<file path="src/rtl/load_store_unit.sv">
// Load/store unit: one outstanding RAM access per request, with width/sign handling and a WAIT timeout.
// Define LSU_MISALIGN_TRAP_EN to fault misaligned half/word accesses instead of issuing them.
module load_store_unit #(
  parameter int unsigned ADDR_W      = 25,
  parameter int unsigned TIMEOUT_CYC = 15
) (
  input  logic              clk,
  input  logic              rst_n,
  input  logic              req_valid,
  output logic              req_ready,
  input  logic [31:0]       req_base,
  input  logic [11:0]       req_offset,
  input  logic              req_store,
  input  logic [2:0]        req_funct3,
  input  logic [31:0]       req_wdata,
  input  logic [4:0]        req_rd,
  output logic              rsp_valid,
  input  logic              rsp_ready,
  output logic [31:0]       rsp_data,
  output logic [4:0]        rsp_rd,
  output logic              rsp_err,
  output logic              mem_enable,
  output logic [ADDR_W-1:0] mem_addr,
  output logic [1:0]        mem_oplen,
  output logic              mem_we,
  output logic [31:0]       mem_wdata,
  input  logic              mem_valid,
  input  logic [31:0]       mem_rdata
);

  localparam int unsigned CNT_W = (TIMEOUT_CYC < 2) ? 1 : $clog2(TIMEOUT_CYC);
  localparam logic [CNT_W-1:0] CNT_LAST = CNT_W'(TIMEOUT_CYC - 1);

  typedef enum logic [1:0] {IDLE, ISSUE, WAIT, RESP} state_t;

  state_t           state;
  state_t           state_next;
  logic [31:0]      ea;
  logic [1:0]       oplen_req;
  logic             misalign;
  logic             illegal;
  logic [2:0]       funct3_q;
  logic [4:0]       rd_q;
  logic [CNT_W-1:0] cnt;
  logic             timeout;
  logic [31:0]      load_ext;

  always_comb begin
    ea = req_base + {{20{req_offset[11]}}, req_offset};
    unique case (req_funct3[1:0])
      2'b00:   oplen_req = 2'b00;
      2'b01:   oplen_req = 2'b01;
      default: oplen_req = 2'b11;
    endcase
`ifdef LSU_MISALIGN_TRAP_EN
    misalign = ((oplen_req == 2'b01) && ea[0]) ||
               ((oplen_req == 2'b11) && (ea[1:0] != 2'b00));
`else
    misalign = 1'b0;
`endif
    illegal = ((ea >> ADDR_W) != 32'd0) || misalign;
    if (req_store && (req_funct3 > 3'd2)) illegal = 1'b1;
    if (!req_store && ((req_funct3 == 3'b011) || (req_funct3 == 3'b110) || (req_funct3 == 3'b111)))
      illegal = 1'b1;
  end

  // Upper bytes of mem_rdata beyond the access width never reach rsp_data.
  always_comb begin
    case (funct3_q)
      3'b000:  load_ext = {{24{mem_rdata[7]}}, mem_rdata[7:0]};
      3'b001:  load_ext = {{16{mem_rdata[15]}}, mem_rdata[15:0]};
      3'b100:  load_ext = {24'd0, mem_rdata[7:0]};
      3'b101:  load_ext = {16'd0, mem_rdata[15:0]};
      default: load_ext = mem_rdata;
    endcase
  end

  assign timeout = (cnt == CNT_LAST);

  always_ff @(posedge clk) begin
    if (!rst_n) state <= IDLE;
    else        state <= state_next;
  end

  always_comb begin
    state_next = state;
    unique case (state)
      IDLE:    if (req_valid) state_next = illegal ? RESP : ISSUE;
      ISSUE:   state_next = WAIT;
      WAIT:    if (mem_valid || timeout) state_next = RESP;
      RESP:    if (rsp_ready) state_next = IDLE;
      default: state_next = IDLE;
    endcase
  end

  // req_ready is gated by rst_n so it reads 0 for the whole reset interval.
  always_comb begin
    req_ready  = (state == IDLE) && rst_n;
    mem_enable = (state == ISSUE);
    rsp_valid  = (state == RESP);
  end

  always_ff @(posedge clk) begin
    if (!rst_n) begin
      mem_addr  <= '0;
      mem_we    <= 1'b0;
      mem_oplen <= '0;
      mem_wdata <= '0;
      funct3_q  <= '0;
      rd_q      <= '0;
      cnt       <= '0;
      rsp_err   <= 1'b0;
      rsp_data  <= '0;
      rsp_rd    <= '0;
    end else begin
      unique case (state)
        IDLE: begin
          cnt <= '0;
          if (req_valid) begin
            if (illegal) begin
              rsp_err  <= 1'b1;
              rsp_data <= '0;
              rsp_rd   <= req_store ? 5'd0 : req_rd;
            end else begin
              mem_addr  <= ea[ADDR_W-1:0];
              mem_we    <= req_store;
              mem_oplen <= oplen_req;
              mem_wdata <= req_wdata;
              funct3_q  <= req_funct3;
              rd_q      <= req_rd;
            end
          end
        end
        WAIT: begin
          if (mem_valid) begin
            rsp_err  <= 1'b0;
            rsp_data <= mem_we ? 32'd0 : load_ext;
            rsp_rd   <= mem_we ? 5'd0 : rd_q;
          end else if (timeout) begin
            rsp_err  <= 1'b1;
            rsp_data <= '0;
            rsp_rd   <= mem_we ? 5'd0 : rd_q;
          end else begin
            cnt <= cnt + CNT_W'(1);
          end
        end
        default: ;
      endcase
    end
  end

endmodule

</file>
<file path="config.mk">
export PLATFORM = sky130hd
export DESIGN_NAME = load_store_unit
export DESIGN_NICKNAME = d
export VERILOG_FILES = /design/src/rtl/load_store_unit.sv
export SDC_FILE = /design/constraint.sdc
export NUM_CORES = 1
export LEC_CHECK = 0
export CORE_UTILIZATION = 41
export DETAILED_ROUTE_END_ITERATION = 10
export GPL_TIMING_DRIVEN = 0
export PLACE_DENSITY = 0.77
export REMOVE_ABC_BUFFERS = 1
export SLEW_MARGIN = 5
export SYNTH_ARGS = -nofsm -noshare
export SYNTH_HDL_FRONTEND = slang
export SYNTH_SLANG_ARGS = --single-unit
</file>
<file path="constraint.sdc">
create_clock -name clk -period 3.5 [get_ports clk]
set_input_delay 0.7 -clock clk [delete_from_list [all_inputs] [get_ports clk]]
set_output_delay 0.7 -clock clk [all_outputs]
set_load 0.005 [all_outputs]
</file>
==> results.toml, run 1 <==
[setup_path]
worstPathRequired_ns = 3.79
path_cells = "clkdlybuf4s15_1 > ha_4 > o211ai_1 > a21o_1 > a31oi_4 > a41oi_2 > o211ai_1 > buf_4 > buf_6 > o311a_4 > nor4b_4 > buf_8 > buf_12 > buf_12 > buf_12 > nand4_1 > o21ai_1"
crit-reg2reg-launch = "state[0]"
critPathBufInv = 7
crit_path_start_kind = "primary input"
crit_slowest_cell = "o311a_4"
end_kind = "register"
worstSetupPathType = "primary input to register"
path_max_fanout = 8
critical-path-top-delay-family = "compound AO/OA/AOI/OAI gates"
r2r_slack_ns = 0.65
cpMostUsedCell = "buf_12"
reg2reg_to = "rsp_data[27]"
cpPeakStageDelay_ns = 0.34
critPathArrivalTime_ns = 3.80
r2r_cells = 13

[grt]
grt_pass1_vias = 6270
grt_pass1_wl_microns = 31700
antenna_found_initial = 0
grt_max_degree = 81
grt_overflow = 0
track_usage_pct = 24.9

[synth]
post_synth.cell_area_avg_sq_um = 7.94
synth_largest_area_cell = "dfxtp_1"
synth_compound_area_share_pct = 24.9
synthAdderAreaFrac_pct = 7.85
yosysSeqAreaShare_pct = 36.5
ys_async_sr_fraction_pct = 0
netlist_area_sq_mm = 0.00615
synth_xor_area_share_pct = 2.99
syn-instance-count = 775
synth_cell_types = 58
synth_edf_count = 0
yosys_warnings = 0
ys_seq_elements = 112
synthFlopType = "dfxtp_1"
yosys-top-cells-area = "dfxtp_1 (36%), nand2_1 (9.0%), ha_1 (7.5%)"
netlist.area_leader.share_pct = 36.5
synthMuxAreaShare_pct = 0.651
synth_top_family_by_area = "compound AO/OA/AOI/OAI gates"
synth_simple_gate_area_share_pct = 22.3

[clocking]
clock-sinks = 112
root_buffer = "clkbuf_16"
clkLatencyLatePin_ns = 0.36
cts_buffers = 9
cts_tree = "built"
hold_buffers = 0
cts.htree.levels = 3
clk_pin_slew_ns = 0.08
clock_path_buffers = 2

[finish]
post_layout_nonfiller_instances = 1217
final_cell_area_sq_mm = 0.0104
nets = 1188
utilization_pct = 71.2
drive_above_1_share_pct = 20.9
syn_to_final_growth_pct = 69.0
n_antenna_cell = 0

[hold_path]
hold_class = "register to register"
whs_path_depth = 2
whs_endpoint = "mem_wdata[29]"
worstHoldStart = "mem_wdata[29]"

[floorplan]
start_util_pct = 42.2
pin_count = 223
die_h_microns = 124
num_rows = 44
coreArea_sq_mm = 0.0146
die_w_microns = 124
dieArea_sq_mm = 0.0155

[route]
routed_via_density = 5.74
vias = 6980
detail_route.wl_per_cell_microns = 17.9
antenna_left = 0
drt_iter0_drc = 372
wirelength_microns = 21800
drc = 0
dr.pass1.iters = 7

[sta]
setup_violations = 1
finalCritPeriodShare_pct = 100
worst_slack_ns = -0.00543
slew-limit-headroom_pct = 43.1
worstMarginPinSlew_ns = 0.853
hold_viol = 0
period_needed_ns = 3.51
skew_ns = 0.0102
rsz0062_at_grt = "true"
clock.fmax_mhz = 285
hold_ws_ns = 0.448
final_max_slew_viol_count = 0

[power]
power_frac_seq_pct = 36.3
p_sw_uw = 1250
swShare_pct = 32.3
leakagePower_uw = 0.00407
clockPowerShare_pct = 28.1
p_int_uw = 2620
pwr_density_cell_mw_per_mm2 = 372
p_comb_share_pct = 35.6
ir_drop_mv = 0.285

[placement]
post_dp_cell_area_sq_mm = 0.00851
port_buffers = 222
hpwlAfterDp_microns = 12700
finalWeightedCongestion = 0.868
placed_cells = 1136
pre_cts_ws_ns = -2.18

[job]
drv_cap = 0

[outcome]
violations = "setup timing"
status = "complete, but fails checks"
==> worst reg2reg max path, stage by stage, from the launching register on <==
cell	delay (ns)
dfxtp_1	0.35
inv_1	0.09
ha_1	0.44
o221ai_1	0.21
a21o_1	0.20
a211oi_2	0.21
nand4_2	0.19
buf_6	0.17
nor3_4	0.19
buf_12	0.14
nor4b_4	0.05
buf_6	0.16
buf_8	0.14
a22o_1	0.20
==> cell type report <==
class                   instances  area [sq um]
clock inverters                 6          78.8
inverters                      15          56.3
flip-flops and latches        112          2240
clock buffers                  10           229
well taps                     184           230
repair buffers                296          3130
multi-input cells             594          4430
fillers                      1005          4200
==> cells in the final DEF (no fill, tap or decap), types with 5 or more instances in the layout <==
master / n
a21o_1: 11
a21oi_1: 24
a21oi_2: 11
a21oi_4: 6
a22o_1: 32
a31oi_1: 10
buf_12: 7
buf_16: 5
buf_4: 48
buf_6: 9
clkbuf_16: 13
clkdlybuf4s50_1: 180
dfxtp_1: 112
dlygate4sd2_1: 10
dlymetal6s2s_1: 20
ha_1: 8
ha_4: 28
inv_1: 13
nand2_1: 139
nand2_2: 6
nand2b_1: 12
nand3_1: 57
nand3_2: 12
nand4_1: 9
nor2_1: 14
o211ai_1: 10
o21a_1: 8
o21ai_0: 29
o21ai_1: 58
o21ai_2: 10
o221a_2: 6
xnor2_1: 12
xor2_1: 8
==> layer usage <==
layer	vias up	part of all wire, %	track usage [%]
li1	3302	-	-
met1	3259	40	29.6
met2	349	51	44.2
met3	70	5.8	4.81
met4	0	3.3	9.36
met5	-	0	0
==> metrics by stage <==
step                      TNS (ns)  power [uW]
final                     -0.00543        3870
after global routing         -2.10        4050
after CTS                        0        3750
after detailed placement   -205.51        2490
after global placement     -515.97        2470
after floorplan            -213.46        2010
==> registers in the layout, indices dropped and copies added (netlist names) <==
signal / flops
mem_addr: 25
rsp_err: 1
rd_q: 5
state: 2
rsp_rd: 5
funct3_q: 3
rsp_data: 32
mem_wdata: 32
mem_oplen: 2
cnt: 4
mem_we: 1
==> synthesized netlist by cell type (all sizes together) (6+ instances only) <==
| master | n |
|---|---|
| buf | 13 |
| o211ai | 10 |
| a21o | 11 |
| nand4 | 10 |
| dfxtp | 112 |
| xor2 | 9 |
| a31oi | 14 |
| inv | 15 |
| clkbuf | 42 |
| a22o | 32 |
| o21ai | 97 |
| nor2 | 16 |
| o221a | 6 |
| xnor2 | 12 |
| ha | 37 |
| nand2 | 148 |
| nand3 | 71 |
| a21oi | 41 |
| nand2b | 13 |
| o21a | 9 |
==> how the worst max path moves through the flow <==
stage	cells past startpoint	to	startpoint
final	17	mem_addr[2]	req_base[3]
after global routing	18	rsp_data[3]	req_base[0]
after CTS	16	rsp_data[3]	req_offset[10]
after floorplan	10	funct3_q[1]	req_base[26]
after global placement	11	mem_addr[16]	req_offset[11]
after detailed placement	12	rsp_data[8]	req_offset[11]
==> cells by family after synthesis <==
logic type / Yosys count
buffers and inverters: 70
adder cells (fa/ha/maj): 38
AO/OA/AOI/OAI: 241
AND/OR/NAND/NOR: 289
multiplexers: 4
flip-flops: 112
XOR/XNOR: 21
==> power groups by stage <==
stage               Combinational [uW]  Clock (uW)  Sequential (uW)
finish                            1380        1090             1400
global route                      1470        1160             1410
CTS                               1240        1110             1400
detailed placement                1060           0             1430
global placement                  1040           0             1430
floorplan                          583           0             1430
==> timing repair <==
item | in CTS | in global routing
cloned | 5 | 4
resized for setup | 150 | 96
buffers inserted | 33 | 24
endpoints found under the setup margin | 107 | 107
pin swaps | 35 | 65
No activity file was read; power rests on OpenSTA's default activity.
==> run 2: changes to the inputs <==
- CORE_UTILIZATION: 41 -> 45
- HOLD_SLACK_MARGIN: unset -> 0.03
- PLACE_DENSITY: 0.77 -> 0.81
- clock period: 3.5 -> 3.23 ns (I/O delays scaled with it)
==> results.toml, run 2 (same netlist as run 1, synthesis figures left out) <==
[outcome]
status = "complete, but fails checks"
violations = "setup timing"

[setup_path]
crit_slowest_cell = "or3_4"
cpPeakStageDelay_ns = 0.37
worstSetupPathType = "primary input to register"
critPathArrivalTime_ns = 3.86
cpMostUsedCell = "buf_12"
worstPathRequired_ns = 3.52
crit_path_start_kind = "primary input"
end_kind = "register"
path_cells = "buf_16 > ha_4 > a21o_1 > and3_1 > a211o_1 > a31o_1 > or3_4 > a211oi_2 > nand4_2 > nor4b_4 > buf_6 > buf_12 > buf_12 > buf_12 > buf_12 > nand4b_1 > o21ai_1"
path_max_fanout = 9
critPathBufInv = 6
critical-path-top-delay-family = "simple AND/OR/NAND/NOR gates"

[finish]
seq_area_sq_mm = 0.00224
fill_cells = 853
syn_to_final_growth_pct = 69.1
post_layout_nonfiller_instances = 1220
utilization_pct = 78.2
n_antenna_cell = 0
mostFrequentLayoutCells = "clkdlybuf4s50_1 (180), nand2_1 (140), dfxtp_1 (112)"
nets = 1200
largest_registers = "mem_wdata (32), rsp_data (32), mem_addr (25)"
mostFrequentLayoutCell = "clkdlybuf4s50_1"
multi_input_area_sq_mm = 0.00446
drive_above_1_share_pct = 22.1

[clocking]
clock_path_buffers = 2
clkLatencyLatePin_ns = 0.36
clk_pin_slew_ns = 0.07
clock-sinks = 112
cts_tree = "built"
root_buffer = "clkbuf_16"
cts_buffers = 9
cts.htree.levels = 3

[grt]
grt_overflow = 0
grt_pass1_vias = 6626
grt_max_degree = 85
grt_pass1_wl_microns = 32900
top_usage_layer = "met2"
met3_usage_pct = 4.07
antenna_found_initial = 0
track_usage_pct = 29.1
grt_use_met1_pct = 33.4
met2_usage_pct = 51.9

[sta]
skew_ns = 0.0102
finalCritPeriodShare_pct = 111
fin_setup_tns_ns = -23.68
clock.fmax_mhz = 280
period_needed_ns = 3.57
worstMarginPinSlew_ns = 0.853
rsz0062_at_grt = "true"
worst_slack_ns = -0.341
final_max_slew_viol_count = 0
slew-limit-headroom_pct = 43.0
setup_violations = 98
hold_viol = 0

[placement]
hpwlAfterDp_microns = 12700
placed_cells = 1127
port_buffers = 222
finalWeightedCongestion = 0.878

[power]
ir_drop_mv = 0.242
p_total_uw = 4180
leakagePower_uw = 0.00397
pwr_density_cell_mw_per_mm2 = 402

[floorplan]
pin_count = 223
num_rows = 42
die_w_microns = 119
die_h_microns = 119
dieArea_sq_mm = 0.0141
start_util_pct = 46.3
coreArea_sq_mm = 0.0133

[route]
detail_route.wl_per_cell_microns = 18.8
dr.pass1.iters = 5
antenna_left = 0
routed_via_density = 5.89
drc = 0
vias = 7191
wirelength_microns = 22900
drt_iter0_drc = 499

[job]
drv_cap = 0

[hold_path]
hold_class = "register to register"
[run 2: cell count changes in the layout (fill, tap and decap cells not counted), moves of 5 or more]
cell            previous run  this run
dlymetal6s2s_1            20         0
dlygate4sd2_1             10        29
buf_4                     48        57
a21oi_2                   11         6
nand3_1                   57        52
nand3_2                   12        17
[run 2: layout make-up]
| cell class | count | area share, % |
|---|---|---|
| inverter | 15 | 0.542 |
| multi-input combinational | 595 | 42.9 |
| clock buffer | 9 | 2.17 |
| tap | 176 | 2.12 |
| sequential | 112 | 21.6 |
| clock inverter | 6 | 0.566 |
| timing repair buffer | 307 | 30.2 |
[run 2: worst min-delay path: stages (launching register included)]
cell and delay [ns]:
dfxtp_1 0.31, nand2_1 0.05, o21ai_1 0.05
[run 2: power by group]
part	switching, uW	internal, uW	leakage, uW
clock network	537	596	0.000145
registers	56.2	1470	0.000905
logic	753	768	0.00292
[run 2: final timing paths]
| kind | startpoint | to | slack (ns) | cells after the start |
|---|---|---|---|---|
| setup / recovery | req_offset[11] | mem_addr[8] | -0.34 | 17 |
| hold reg to reg | mem_wdata[17] | mem_wdata[17] | 0.45 | 2 |
| hold / removal | mem_wdata[17] | mem_wdata[17] | 0.45 | 2 |
| setup reg to reg | state[0] | mem_addr[8] | 0.27 | 14 |
[run 2: per-layer routing]
metal  up-vias  share of wire [%]
met5         -                  0
met4         0                5.3
met3       117                6.5
met2       406                 50
met1      3347                 38
li1       3321                  -
[run 2: what timing repair did]
item | in CTS | in global routing
gates cloned | 8 | 3
endpoints found under the setup margin | 107 | 98
setup buffers | 49 | 24
pin swaps | 52 | 39
gates resized for setup | 224 | 42
hold buffers | 0 | 0
[run 2: per-stage QoR]
stage | cell area, sq um | setup slack, ns | hold WS (ns)
after floorplan | 5910 | -2.94 | 0.429
after global placement | 8350 | -5.60 | 0.436
after detailed placement | 8490 | -2.38 | 0.439
after CTS | 10100 | -0.136 | 0.451
after global routing | 10400 | -0.465 | 0.464
final | 10400 | -0.341 | 0.448
